## config.mk

```make
export PLATFORM = sky130hd
export DESIGN_NAME = cvae_host_seq
export DESIGN_NICKNAME = d
export VERILOG_FILES = /design/src/rtl/cvae_pkg.sv /design/src/rtl/cvae_skid_fifo.sv /design/src/rtl/cvae_host_seq.sv
export SDC_FILE = /design/constraint.sdc
export NUM_CORES = 1
export LEC_CHECK = 0
export CAP_MARGIN = 25
export CORE_UTILIZATION = 61
export DETAILED_ROUTE_END_ITERATION = 8
export PLACE_DENSITY = 0.81
export SLEW_MARGIN = 30
export SYNTH_ARGS = -nofsm -noshare
export SYNTH_HDL_FRONTEND = slang
export SYNTH_SLANG_ARGS = --single-unit
export TNS_END_PERCENT = 1
```

## constraint.sdc

```tcl
create_clock -name clk -period 5.91 [get_ports clk]
set_clock_uncertainty 0.15 [all_clocks]
set_input_delay 0.8865 -clock clk [delete_from_list [all_inputs] [get_ports clk]]
set_output_delay 0.8865 -clock clk [all_outputs]
set_load 0.005 [all_outputs]
```

## src/rtl/cvae_pkg.sv

```systemverilog
// Shared types and sizing constants for the CVAE host sequencer.
// Imported by the sequencer top and its skid FIFO.
package cvae_pkg;

    localparam int DATA_WIDTH  = 32;
    localparam int ADDR_WIDTH  = 16;
    localparam int INIT_WORDS  = 23;
    localparam int STATE_WORDS = 13;
    localparam int STATE_BASE  = 13;
    localparam int MAX_SEQ     = 60;

    typedef enum logic [2:0] {
        ST_IDLE,
        ST_FILL,
        ST_START,
        ST_BURST,
        ST_WAIT_FIN,
        ST_READ,
        ST_DONE
    } state_e;

endpackage

```

## src/rtl/cvae_skid_fifo.sv

```systemverilog
// Two-entry FIFO carrying a data word plus a last flag, with valid/ready on both sides.
// Outputs come straight from storage, so out_data_o is stable while stalled.
module cvae_skid_fifo
    import cvae_pkg::*;
#(
    parameter int WIDTH = DATA_WIDTH
) (
    input  logic             clk,
    input  logic             rst_n,
    input  logic             in_valid_i,
    output logic             in_ready_o,
    input  logic [WIDTH-1:0] in_data_i,
    input  logic             in_last_i,
    output logic             out_valid_o,
    input  logic             out_ready_i,
    output logic [WIDTH-1:0] out_data_o,
    output logic             out_last_o,
    output logic [1:0]       count_o
);

    logic [WIDTH:0] mem_q [2];
    logic           wr_ptr_q;
    logic           rd_ptr_q;
    logic [1:0]     count_q;
    logic           push;
    logic           pop;

    assign in_ready_o  = (count_q != 2'd2);
    assign out_valid_o = (count_q != 2'd0);
    assign push        = in_valid_i && in_ready_o;
    assign pop         = out_valid_o && out_ready_i;
    assign out_data_o  = out_valid_o ? mem_q[rd_ptr_q][WIDTH-1:0] : '0;
    assign out_last_o  = out_valid_o && mem_q[rd_ptr_q][WIDTH];
    assign count_o     = count_q;

    always_ff @(posedge clk or negedge rst_n) begin
        if (!rst_n) begin
            for (int i = 0; i < 2; i++) begin
                mem_q[i] <= '0;
            end
            wr_ptr_q <= 1'b0;
            rd_ptr_q <= 1'b0;
            count_q  <= 2'd0;
        end else begin
            if (push) begin
                mem_q[wr_ptr_q] <= {in_last_i, in_data_i};
                wr_ptr_q        <= ~wr_ptr_q;
            end
            if (pop) begin
                rd_ptr_q <= ~rd_ptr_q;
            end
            case ({push, pop})
                2'b10:   count_q <= count_q + 2'd1;
                2'b01:   count_q <= count_q - 2'd1;
                default: count_q <= count_q;
            endcase
        end
    end

endmodule

```

## src/rtl/cvae_host_seq.sv

```systemverilog
// Host-side sequencer for the CVAE accelerator: collects the init burst, replays it,
// waits for completion and streams the resulting state records out of state SRAM.
module cvae_host_seq
    import cvae_pkg::*;
#(
    parameter int DATA_WIDTH  = cvae_pkg::DATA_WIDTH,
    parameter int ADDR_WIDTH  = cvae_pkg::ADDR_WIDTH,
    parameter int INIT_WORDS  = cvae_pkg::INIT_WORDS,
    parameter int STATE_WORDS = cvae_pkg::STATE_WORDS,
    parameter int MAX_SEQ     = cvae_pkg::MAX_SEQ,
    parameter int FIN_TIMEOUT = 220000
) (
    input  logic                  clk,
    input  logic                  rst_n,
    input  logic                  cmd_go,
    output logic                  busy,
    input  logic                  in_valid,
    output logic                  in_ready,
    input  logic [DATA_WIDTH-1:0] in_data,
    output logic                  start,
    output logic [DATA_WIDTH-1:0] init_data,
    input  logic                  finish,
    input  logic [5:0]            seq_lens,
    output logic                  rd_en,
    output logic [ADDR_WIDTH-1:0] rd_addr,
    input  logic [DATA_WIDTH-1:0] rd_data,
    output logic                  out_valid,
    input  logic                  out_ready,
    output logic [DATA_WIDTH-1:0] out_data,
    output logic                  out_last,
    output logic                  done,
    output logic [1:0]            err,
    output logic [5:0]            seq_len_q
);

    localparam int CW = $clog2(INIT_WORDS);
    localparam int TW = $clog2(FIN_TIMEOUT + 1);
    localparam int NW = $clog2(MAX_SEQ * STATE_WORDS + 1);

    state_e                state_q, state_d;
    logic [CW-1:0]         cnt_q, cnt_d;
    logic [TW-1:0]         timer_q, timer_d;
    logic [ADDR_WIDTH-1:0] addr_q, addr_d;
    logic [NW-1:0]         total_q, total_d;
    logic [NW-1:0]         issued_q, issued_d;
    logic [1:0]            err_q, err_d;
    logic [5:0]            seq_len_d;
    logic                  inflight_q;
    logic                  inflight_last_q;
    logic [DATA_WIDTH-1:0] ibuf_q [INIT_WORDS];

    logic                  fifo_in_ready;
    logic [1:0]            fifo_count;
    logic                  pop;
    logic                  room;
    logic                  rd_last;
    logic [5:0]            n_clamped;

    assign busy      = (state_q != ST_IDLE);
    assign in_ready  = (state_q == ST_FILL);
    assign start     = (state_q == ST_START);
    assign done      = (state_q == ST_DONE);
    assign init_data = (state_q == ST_BURST) ? ibuf_q[cnt_q] : '0;
    assign rd_addr   = addr_q;
    assign err       = err_q;

    assign n_clamped = (seq_lens > 6'(MAX_SEQ)) ? 6'(MAX_SEQ) : seq_lens;

    // A read may only launch if the FIFO will still have a free slot when its data lands,
    // counting the word already in flight and any word leaving this cycle.
    assign pop     = out_valid && out_ready;
    assign room    = (({1'b0, fifo_count} + {2'b00, inflight_q}) - {2'b00, pop}) < 3'd2;
    assign rd_en   = (state_q == ST_READ) && (issued_q != total_q) && room && fifo_in_ready;
    assign rd_last = (issued_q == total_q - NW'(1));

    always_comb begin
        state_d   = state_q;
        cnt_d     = cnt_q;
        timer_d   = timer_q;
        addr_d    = addr_q;
        total_d   = total_q;
        issued_d  = issued_q;
        err_d     = err_q;
        seq_len_d = seq_len_q;
        case (state_q)
            ST_IDLE: begin
                if (cmd_go) begin
                    state_d = ST_FILL;
                    cnt_d   = '0;
                    err_d   = 2'b00;
                end
            end
            ST_FILL: begin
                if (in_valid) begin
                    if (cnt_q == CW'(INIT_WORDS - 1)) begin
                        cnt_d   = '0;
                        timer_d = '0;
                        state_d = ST_START;
                    end else begin
                        cnt_d = cnt_q + CW'(1);
                    end
                end
            end
            ST_START: begin
                cnt_d   = '0;
                timer_d = timer_q + TW'(1);
                state_d = ST_BURST;
            end
            ST_BURST: begin
                timer_d = timer_q + TW'(1);
                if (cnt_q == CW'(INIT_WORDS - 1)) begin
                    cnt_d   = '0;
                    state_d = ST_WAIT_FIN;
                end else begin
                    cnt_d = cnt_q + CW'(1);
                end
            end
            ST_WAIT_FIN: begin
                if (finish) begin
                    seq_len_d = n_clamped;
                    err_d[1]  = (seq_lens > 6'(MAX_SEQ));
                    total_d   = NW'(n_clamped) * NW'(STATE_WORDS);
                    issued_d  = '0;
                    addr_d    = ADDR_WIDTH'(STATE_BASE);
                    state_d   = (n_clamped == 6'd0) ? ST_DONE : ST_READ;
                end else if (timer_q == TW'(FIN_TIMEOUT - 1)) begin
                    err_d[0] = 1'b1;
                    state_d  = ST_DONE;
                end else begin
                    timer_d = timer_q + TW'(1);
                end
            end
            ST_READ: begin
                if (rd_en) begin
                    addr_d   = addr_q + ADDR_WIDTH'(1);
                    issued_d = issued_q + NW'(1);
                end
                if (pop && out_last) begin
                    state_d = ST_DONE;
                end
            end
            ST_DONE: begin
                state_d = ST_IDLE;
            end
            default: begin
                state_d = ST_IDLE;
            end
        endcase
    end

    always_ff @(posedge clk or negedge rst_n) begin
        if (!rst_n) begin
            state_q         <= ST_IDLE;
            cnt_q           <= '0;
            timer_q         <= '0;
            addr_q          <= '0;
            total_q         <= '0;
            issued_q        <= '0;
            err_q           <= 2'b00;
            seq_len_q       <= 6'd0;
            inflight_q      <= 1'b0;
            inflight_last_q <= 1'b0;
        end else begin
            state_q         <= state_d;
            cnt_q           <= cnt_d;
            timer_q         <= timer_d;
            addr_q          <= addr_d;
            total_q         <= total_d;
            issued_q        <= issued_d;
            err_q           <= err_d;
            seq_len_q       <= seq_len_d;
            inflight_q      <= rd_en;
            inflight_last_q <= rd_en && rd_last;
        end
    end

    // The init buffer is only ever read in BURST after a full FILL, so it needs no reset.
    always_ff @(posedge clk) begin
        if (state_q == ST_FILL && in_valid) begin
            ibuf_q[cnt_q] <= in_data;
        end
    end

    cvae_skid_fifo #(
        .WIDTH(DATA_WIDTH)
    ) u_fifo (
        .clk        (clk),
        .rst_n      (rst_n),
        .in_valid_i (inflight_q),
        .in_ready_o (fifo_in_ready),
        .in_data_i  (rd_data),
        .in_last_i  (inflight_last_q),
        .out_valid_o(out_valid),
        .out_ready_i(out_ready),
        .out_data_o (out_data),
        .out_last_o (out_last),
        .count_o    (fifo_count)
    );

endmodule
```

---- Word level (Yosys, flattened, before mapping) ----
Memory sizes are Yosys's and may differ from the RTL's.
Index checks and enable logic that the tools add are counted.
Widths: inputs -> output; s select.
word-level totals
  register bits after elaboration ......... 142
  bits in latches ......................... 0
  memory bits (writable) .................. 736
  bits in read-only memories .............. 0
  input bits .............................. 76
  output and inout port bits .............. 95
  word-level logic and storage cells ...... 128
  memories ................................ 1
cells by class
  add/sub/neg operators ................... 9
  multipliers ............................. 1
  div/mod/pow operators ................... 0
  order comparisons ....................... 5
  eq/ne operators ......................... 24
  shift operators ......................... 0
  multiplexer cells ....................... 41
  bitwise gates (word level) .............. 4
  reduce and logical (&&, ||, !) cells .... 27
memories
  memory  words  width  read ports  clocked after Yosys merged registers in  write ports  line                 source
  ibuf_q  23     32     1           0                                        1            cvae_host_seq.sv:50  logic [DATA_WIDTH-1:0] ibuf_q [INIT_WORDS];
operators by type and width
  operator               number
  $mux 33                4
  $mux 18                4
  $bwmux 66              1
  $mux 32                2
  $pmux 18 s3            1
  $demux 33 s1           1
  $mux 16                2
  $pmux 16 s2            1
  $mux 3                 7
  $mux 10                2
  $pmux 10 s2            1
  $pmux 5 s4             1
  $add 18x1->18 const B  1
  $eq 18x18->1 const B   1
  $pmux 3 s6             1
  $add 16x1->16 const B  1
  $ne 2x2->1 const B     8
  $mux 5                 3
  $add 10x1->10 const B  1
  $eq 10x10->1           1
  $logic_and 1x1->1      10
  $mul 6x4->10 const B   1
  $ne 10x10->1           1
  $sub 10x1->10 const B  1
  other kinds (34)       54

---- Longest topological paths before layout ----
Gate-level depths: netlist of the first run.
  word-level depth ........................ 8
  mapped depth ............................ 14
  mapped depth without buffers ............ 14

---- Cells and area by module ----
A second synthesis of the first run with hierarchy kept.
unflattened totals
  cells, all modules ...................... 2018
  area total of the unflattened synthesis .. 36060.8 µm²
by module, submodules not included
  module          times used  cells each  area an instance (µm²)
  cvae_host_seq   1           1787        32631.3
  cvae_skid_fifo  1           231         3429.5

---- Least setup slack after synthesis of the first run ----
No wires, ideal clock.
  path type ............................... input to output
  from .................................... input out_ready
  to ...................................... output rd_en
  arrival time ............................ 2.625 ns
  required time ........................... 4.873 ns
  path slack .............................. 2.249 ns
  cell stages on the path ................. 10
  buffers on the path ..................... 1
  path through ............................ o21ai_0 -> inv_1 -> ha_1 -> nor2b_1 -> fa_1 -> nand3b_1 -> a211oi_2 -> o31ai_4 -> inv_4 -> buf_2
between the ends
  cells in the longest elaborated chain, start to end .. 5
RTL lines
  element                         line                 source
  start, declared                 cvae_host_seq.sv:28  input logic out_ready,
  $logic_and 1x1->1               cvae_host_seq.sv:71  assign pop = out_valid && out_ready;
  via pop                         cvae_host_seq.sv:54  logic pop;
  $sub 3x1->3                     cvae_host_seq.sv:72  assign room = (({1'b0, fifo_count} + {2'b00, inflight_q}) - {2'b00, pop}) < 3'd2;
  $lt 3x2->1                      cvae_host_seq.sv:72
  $logic_and 1x1->1 (2 in a row)  cvae_host_seq.sv:73  assign rd_en = (state_q == ST_READ) && (issued_q != total_q) && room && fifo_in_ready;
  end, declared                   cvae_host_seq.sv:24  output logic rd_en,
The timed path passes the listed nets, and every way through them passes these cells.

---- Worst setup path in the final report of the first run ----
  from .................................... register u_fifo.count_q[0], in the netlist u_fifo.count_o[0]
  to ...................................... output rd_en
between the ends
  cells in the longest elaborated chain, start to end .. 6
RTL lines
  element                         line                  source
  start, declared                 cvae_skid_fifo.sv:24  logic [1:0] count_q;
  start signal, assigned          cvae_skid_fifo.sv:53  2'b10: count_q <= count_q + 2'd1;
  start signal, assigned          cvae_skid_fifo.sv:54  2'b01: count_q <= count_q - 2'd1;
  start signal, assigned          cvae_skid_fifo.sv:55  default: count_q <= count_q;
  $reduce_bool 2->1               cvae_skid_fifo.sv:29  assign out_valid_o = (count_q != 2'd0);
  $logic_and 1x1->1               cvae_host_seq.sv:71
  via pop                         cvae_host_seq.sv:54
  $sub 3x1->3                     cvae_host_seq.sv:72
  $lt 3x2->1                      cvae_host_seq.sv:72
  $logic_and 1x1->1 (2 in a row)  cvae_host_seq.sv:73
The timed path passes the listed nets, and every way through them passes these cells.

==> results.json, run 1 <==
{
  "port_buffers": 170,
  "worst_slew_pin_slew_ns": 1.02,
  "yosys.area.top_type": "edfxtp_1",
  "cts_buffers": 87,
  "grt_pass1_wl_um": 128000,
  "synth_edf_count": 736,
  "routedWlPerCell_um": 27.9,
  "relSlewSlack": 0.315,
  "detail-route-antenna-nets": 0,
  "grt_max_degree": 84,
  "cts.sinks": 876,
  "syn-cell-area_um2": 35800,
  "path_buf_inv": 3,
  "max_stage_delay_ns": 0.57,
  "grt_overflow": 0,
  "max-cap-violations": 0,
  "core_um2": 57800,
  "drcViolationCount": 0,
  "crit_family": "buffers and inverters",
  "syn_avg_cell_area_um2": 17.7,
  "tns_ns": 0,
  "yosysSeqAreaShare": 0.715,
  "p_seq_frac": 0.449,
  "synthToLayoutAreaGrowth_pct": 16.3,
  "cts_tree": "built",
  "rsz0062_at_grt": "no",
  "slowest_stage": "clkdlybuf4s50_1",
  "yosys_warnings": 0,
  "worst_setup_hold_path_clk_slew_ns": 0.06,
  "switching_share": 0.269,
  "worstSetupStartpointType": "flip-flop",
  "max_clock_freq_ghz": 0.202,
  "via_per_inst": 6.58,
  "final_layout_size_suffix_gt1_frac": 0.215,
  "nFillCells": 3313,
  "postCtsSetupBuffers": 0,
  "grt_use_total": 0.291,
  "synth-main-ff-cell": "edfxtp_1",
  "slew_violations": 0,
  "combPwrFrac": 0.218,
  "ys_ff_latch": 876,
  "power.density_nw_per_um2": 396,
  "power_switching_mw": 4.45,
  "root_buffer": "clkbuf_16",
  "finalHoldViolCount": 0,
  "ctsHoldBuffers": 0,
  "via_count": 20182,
  "yosysTopAreaCellShare": 0.617,
  "antenna_found_initial": 5,
  "synthArstFlopShare": 0.160,
  "rows": 88,
  "die_w_um": 244,
  "cp.arrival_ns": 3.92,
  "p_int_mw": 12.1,
  "clk_latency_ns": 0.64,
  "nets": 2337,
  "cts_max_path_buffers": 3,
  "clkPwrFrac": 0.333,
  "cts_resized": 0,
  "h-tree-depth": 3,
  "die-area_um2": 59700,
  "synth.distinct_cells": 64,
  "finalCriticalPeriod_ns": 4.96,
  "required_ns": 4.87,
  "synthTopCellsByArea": "edfxtp_1 62%, mux4_2 10%, dfrtp_1 9.8%, mux2_2 3.2%, mux2i_1 2.0%",
  "dpl.hpwl_um": 47100,
  "die_height_um": 244,
  "start_util": 0.619,
  "path_cells": "o21ai_0 > inv_1 > ha_1 > nor2b_1 > fa_1 > nand3b_1 > a211oi_2 > o31ai_4 > inv_4 > clkdlybuf4s50_1",
  "ir_worst_vdd_mv": 0.355,
  "io_pins": 171,
  "min_period_over_period": 0.839,
  "leakage_nw": 14.0,
  "synthCells": 2025,
  "syn_nets": 2134,
  "dr.pass1.iters": 5,
  "status": "finished clean",
  "min_path_type": "input port to async pin",
  "crit_type": "flip-flop to primary output",
  "critPathMaxFanout": 36,
  "globalplace.congestion": 0.868,
  "first_global_vias": 20767,
  "setup_viol": 0,
  "totalWireLength_um": 85600,
  "end_kind": "primary output",
  "placed_area_um2": 38600,
  "fin_area_um2": 41600,
  "drtIter0Drc": 2283
}
==> power by group through the flow <==
stage,clock [mW],sequential (mW),combinational (mW)
4_1_cts,5.55,7.41,3.61
2_1_floorplan,0,7.27,2.56
6_report,5.50,7.41,3.59
3_5_place_dp,0,7.54,3.55
5_1_grt,5.77,7.46,3.87
3_3_place_gp,0,7.50,3.44
==> kinds of logic after synthesis <==
group / synth area share
compound gates: 0.0483
xor+xnor: 0.00633
fa+ha+maj: 0.0124
buf+inv: 0.0182
flops: 0.715
mux: 0.153
simple gates: 0.0460
==> stage by stage <==
| step | power, mW | worst slack [ns] | cells | utilization | hold WS, ns |
|---|---|---|---|---|---|
| after global placement | 10.9 | 1.03 | 2894 | 0.666 | 0.323 |
| after detailed placement | 11.1 | 0.998 | 2897 | 0.668 | 0.330 |
| after floorplan | 9.82 | 2.25 | 2025 | - | 0.309 |
| after global routing | 17.1 | 0.748 | 3064 | 0.720 | 0.178 |
| final | 16.5 | 0.951 | 3065 | 0.720 | 0.123 |
| after CTS | 16.6 | 0.924 | 3053 | 0.717 | 0.148 |
==> final cells by class <==
class / count / area (µm²) / area share
inverters: 30 / 115 / 0.00277
repair buffers: 227 / 2340 / 0.0563
diodes: 5 / 12.5 / 0.000301
clock inverters: 43 / 455 / 0.0109
clock buffers: 113 / 2370 / 0.0569
flip-flops and latches: 876 / 25600 / 0.616
well taps: 765 / 957 / 0.0230
multi-input cells: 1006 / 9740 / 0.234
==> flip-flops by register name (all words and copies together) (netlist names) <==
register,flops
u_fifo.rd_ptr_q,1
state_q,3
rd_addr,16
u_fifo.wr_ptr_q,1
issued_q,10
seq_len_q,6
total_q,8
ibuf_q,736
err,2
inflight_last_q,1
timer_q,18
u_fifo.mem_q,66
u_fifo.count_o,2
inflight_q,1
cnt_q,5
==> per-layer routing <==
layer	track usage	part of all wire	vias up
met3	0.0571	0.087	205
met2	0.484	0.51	1155
met5	0	0.00014	-
li1	-	-	8456
met1	0.376	0.37	10364
met4	0.125	0.035	2
==> cells in the mapped netlist (7+ instances only) <==
master and number:
nand4_1 10, edfxtp_1 736, a21o_1 7, a22o_1 10
a21oi_1 11, buf_4 10, clkbuf_1 53, o21ai_1 18
dfrtp_1 140, mux2_2 103, inv_1 29, nand2_1 127
nand2b_1 8, o21ai_0 72, mux4_2 160, o31ai_1 7
a22oi_1 65, nand3_1 31, ha_1 29, buf_2 41
nor2_1 97, nor3_1 15, xnor2_1 20, a31oi_1 42
and3_1 9, mux2i_1 73
==> worst register-to-register path, cell delays in order, from the launching register on <==
cell     delay (ns)
dfrtp_1        0.60
nor3b_1        0.29
and2_1         0.32
nand2_1        0.44
nor2_4         0.92
buf_4          0.46
==> final timing paths <==
path,cells past startpoint,start,slack (ns),end
min in group clk,2,seq_len_q[4],0.34,seq_len_q[4]
max,10,u_fifo.count_o[0],0.95,rd_en
min,1,rst_n,0.12,rd_addr[0]
max in group asynchronous,2,rst_n,4.15,cnt_q[1]
max reg2reg,5,state_q[0],2.38,ibuf_q[10][4]
min reg2reg,2,seq_len_q[4],0.34,seq_len_q[4]
==> cells in the final DEF (no fill, tap or decap), types with 8 or more instances in the layout <==
cell type / Yosys / routed
edfxtp_1: 736 / 736
clkbuf_1: 53 / 20
nor2_1: 97 / 71
mux4_2: 160 / 160
clkinv_1: 0 / 18
nand2_1: 127 / 125
a31oi_1: 42 / 42
clkdlybuf4s50_1: 0 / 169
inv_1: 29 / 29
nand4_1: 10 / 10
mux2_2: 103 / 103
o21ai_1: 18 / 18
a22oi_1: 65 / 65
dfrtp_1: 140 / 135
clkbuf_16: 0 / 90
a21oi_1: 11 / 11
nand2b_1: 8 / 8
o21ai_0: 72 / 72
ha_1: 29 / 29
mux2i_1: 73 / 73
nor2_4: 0 / 24
and3_1: 9 / 9
a22o_1: 10 / 10
buf_4: 10 / 45
clkinv_2: 0 / 10
nand3_1: 31 / 31
nor3_1: 15 / 14
xnor2_1: 20 / 20
bufinv_16: 0 / 8
buf_16: 0 / 9
Note: power is estimated with default switching activity, not from simulation.
==> inputs of run 2 (changes only) <==
Settings changed: CORE_UTILIZATION 61 to 60, PLACE_DENSITY 0.81 to 0.79.
Clock period 5.91 ns to 4.6 ns, I/O delays scaled along.
==> run 2 against run 1 <==
Core utilization shrank 1.2 points; wire length shrank 4.4%; sequential power grew 28%; cell area grew 0.42%; critical path type unchanged; critical endpoint unchanged.
==> results.json, run 2 (synthesis results as in run 1) <==
{
  "status": "finished clean",
  "via_count": 19829,
  "antenna_found_initial": 2,
  "core_um2": 59000,
  "grt_use_total": 0.278,
  "worst_slew_pin_slew_ns": 0.843,
  "leakage_nw": 14.0,
  "largest_reg_flops": 736,
  "slowest_stage": "clkdlybuf4s50_1",
  "finalCriticalPeriod_ns": 4.41,
  "cts.sinks": 876,
  "finalHoldViolCount": 0,
  "worstSetupStartpointType": "flip-flop",
  "multi_input_area_um2": 9740,
  "regArea_um2": 25600,
  "end_kind": "primary output",
  "worst_setup_hold_path_clk_slew_ns": 0.06,
  "ir_worst_vdd_mv": 0.837,
  "post-route-util": 0.708,
  "power.density_nw_per_um2": 513,
  "start_util": 0.606,
  "cts_resized": 0,
  "max-cap-violations": 0,
  "min_period_over_period": 0.959,
  "synthToLayoutAreaGrowth_pct": 16.7,
  "grt_pass1_wl_um": 125000,
  "max_stage_delay_ns": 0.50,
  "nFillCells": 3506,
  "clk_latency_ns": 0.64,
  "reg_top3": "ibuf_q: 736 flops, u_fifo.mem_q: 66 flops, timer_q: 18 flops",
  "totalWireLength_um": 81800,
  "crit_type": "flip-flop to primary output",
  "cts_tree": "built",
  "rows": 89,
  "h-tree-depth": 3,
  "drtIter0Drc": 1903,
  "setup_viol": 0,
  "nets": 2343,
  "first_global_vias": 20616,
  "via_per_inst": 6.44,
  "grt_max_degree": 86,
  "root_buffer": "clkbuf_16",
  "io_pins": 171,
  "die_w_um": 246,
  "rsz0062_at_grt": "no",
  "port_buffers": 170,
  "final_common_cell": "edfxtp_1",
  "final_layout_size_suffix_gt1_frac": 0.221,
  "drcViolationCount": 0,
  "die-area_um2": 60600,
  "required_ns": 3.76,
  "path_cells": "o21ai_0 > inv_1 > ha_1 > nor2b_1 > fa_1 > nand3b_1 > a211oi_2 > o31ai_4 > inv_4 > clkdlybuf4s50_1",
  "routedWlPerCell_um": 26.6,
  "critPathMaxFanout": 13,
  "largest_register": "ibuf_q",
  "dpl.hpwl_um": 46600,
  "max_clock_freq_ghz": 0.227,
  "layout_common_cells": "736 x edfxtp_1, 169 x clkdlybuf4s50_1, 160 x mux4_2",
  "cp.arrival_ns": 3.57,
  "min_path_type": "flip-flop to flip-flop",
  "dr.pass1.iters": 5,
  "die_height_um": 246,
  "detail-route-antenna-nets": 0,
  "relSlewSlack": 0.436,
  "cts_max_path_buffers": 3,
  "globalplace.congestion": 0.843,
  "tns_ns": 0,
  "slew_violations": 0,
  "cts_buffers": 87,
  "grt_overflow": 0
}
## run 2: critical path, delay by kind of cell (launching register included)
| kind | cells | cell delay [ns] |
|---|---|---|
| adders and majority gates | 2 | 0.68 |
| buffers and inverters | 3 | 0.72 |
| DFF | 1 | 0.47 |
| AOI/OAI and AO/OA | 3 | 0.87 |
| and+or+nand+nor | 2 | 0.23 |
## run 2: through the flow
stage          instances  hold WS (ns)  total power, mW  setup slack, ns  instance area [µm²]
2_1_floorplan       2025         0.244             12.6             1.33                35800
3_3_place_gp        2917         0.329             14.1            0.439                38800
3_5_place_dp        2917         0.328             14.3            0.385                38800
4_1_cts             3078         0.342             21.6            0.140                41800
5_1_grt             3080         0.368             22.3          0.00546                41800
6_report            3080         0.338             21.4            0.191                41800
## run 2: worst paths after layout
check / slack, ns / cells past startpoint / end / start
worst min-delay path: 0.34 / 2 / seq_len_q[4] / seq_len_q[4]
worst min register to register: 0.34 / 2 / seq_len_q[4] / seq_len_q[4]
worst max register to register: 1.01 / 12 / rd_addr[13] / u_fifo.count_o[0]
min in group asynchronous: 0.52 / 2 / seq_len_q[5] / rst_n
max in group asynchronous: 2.82 / 3 / u_fifo.mem_q[20] / rst_n
worst max-delay path: 0.19 / 10 / rd_en / u_fifo.count_o[0]
## run 2: timing repair
action	in CTS	in global routing
endpoints found under the hold margin	53	0
setup buffers	0	0
hold buffers	1	0
## run 2: layout make-up
type | instances | share of cell area
Antenna cell | 2 | 0.000120
Clock buffer | 106 | 0.0553
Clock inverter | 54 | 0.0150
Inverter | 30 | 0.00275
Multi-Input combinational cell | 1006 | 0.233
Sequential cell | 876 | 0.613
Tap cell | 773 | 0.0231
Timing Repair Buffer | 233 | 0.0575
## run 2: layer usage
layer	global-route usage	vias to the layer above	routed length, µm
met3	0.0492	169	6530
met4	0.0890	0	2340
met2	0.474	986	41600
li1	-	8467	-
met5	0	-	0
met1	0.367	10207	31400
## run 2: where the power goes
| part | total [mW] | switching [mW] | leakage, nW | internal, mW |
|---|---|---|---|---|
| clock | 7.28 | 3.01 | 1.44 | 4.27 |
| sequential | 9.48 | 0.496 | 8.44 | 8.99 |
| combinational | 4.68 | 2.23 | 4.16 | 2.45 |
| total | 21.4 | 5.74 | 14.0 | 15.7 |
==> inputs of run 3 (changes only) <==
Settings changed: GPL_TIMING_DRIVEN set to 1.
==> results of run 3 <==
No change in the layout: final DEF, timing and power equal those of run 2.
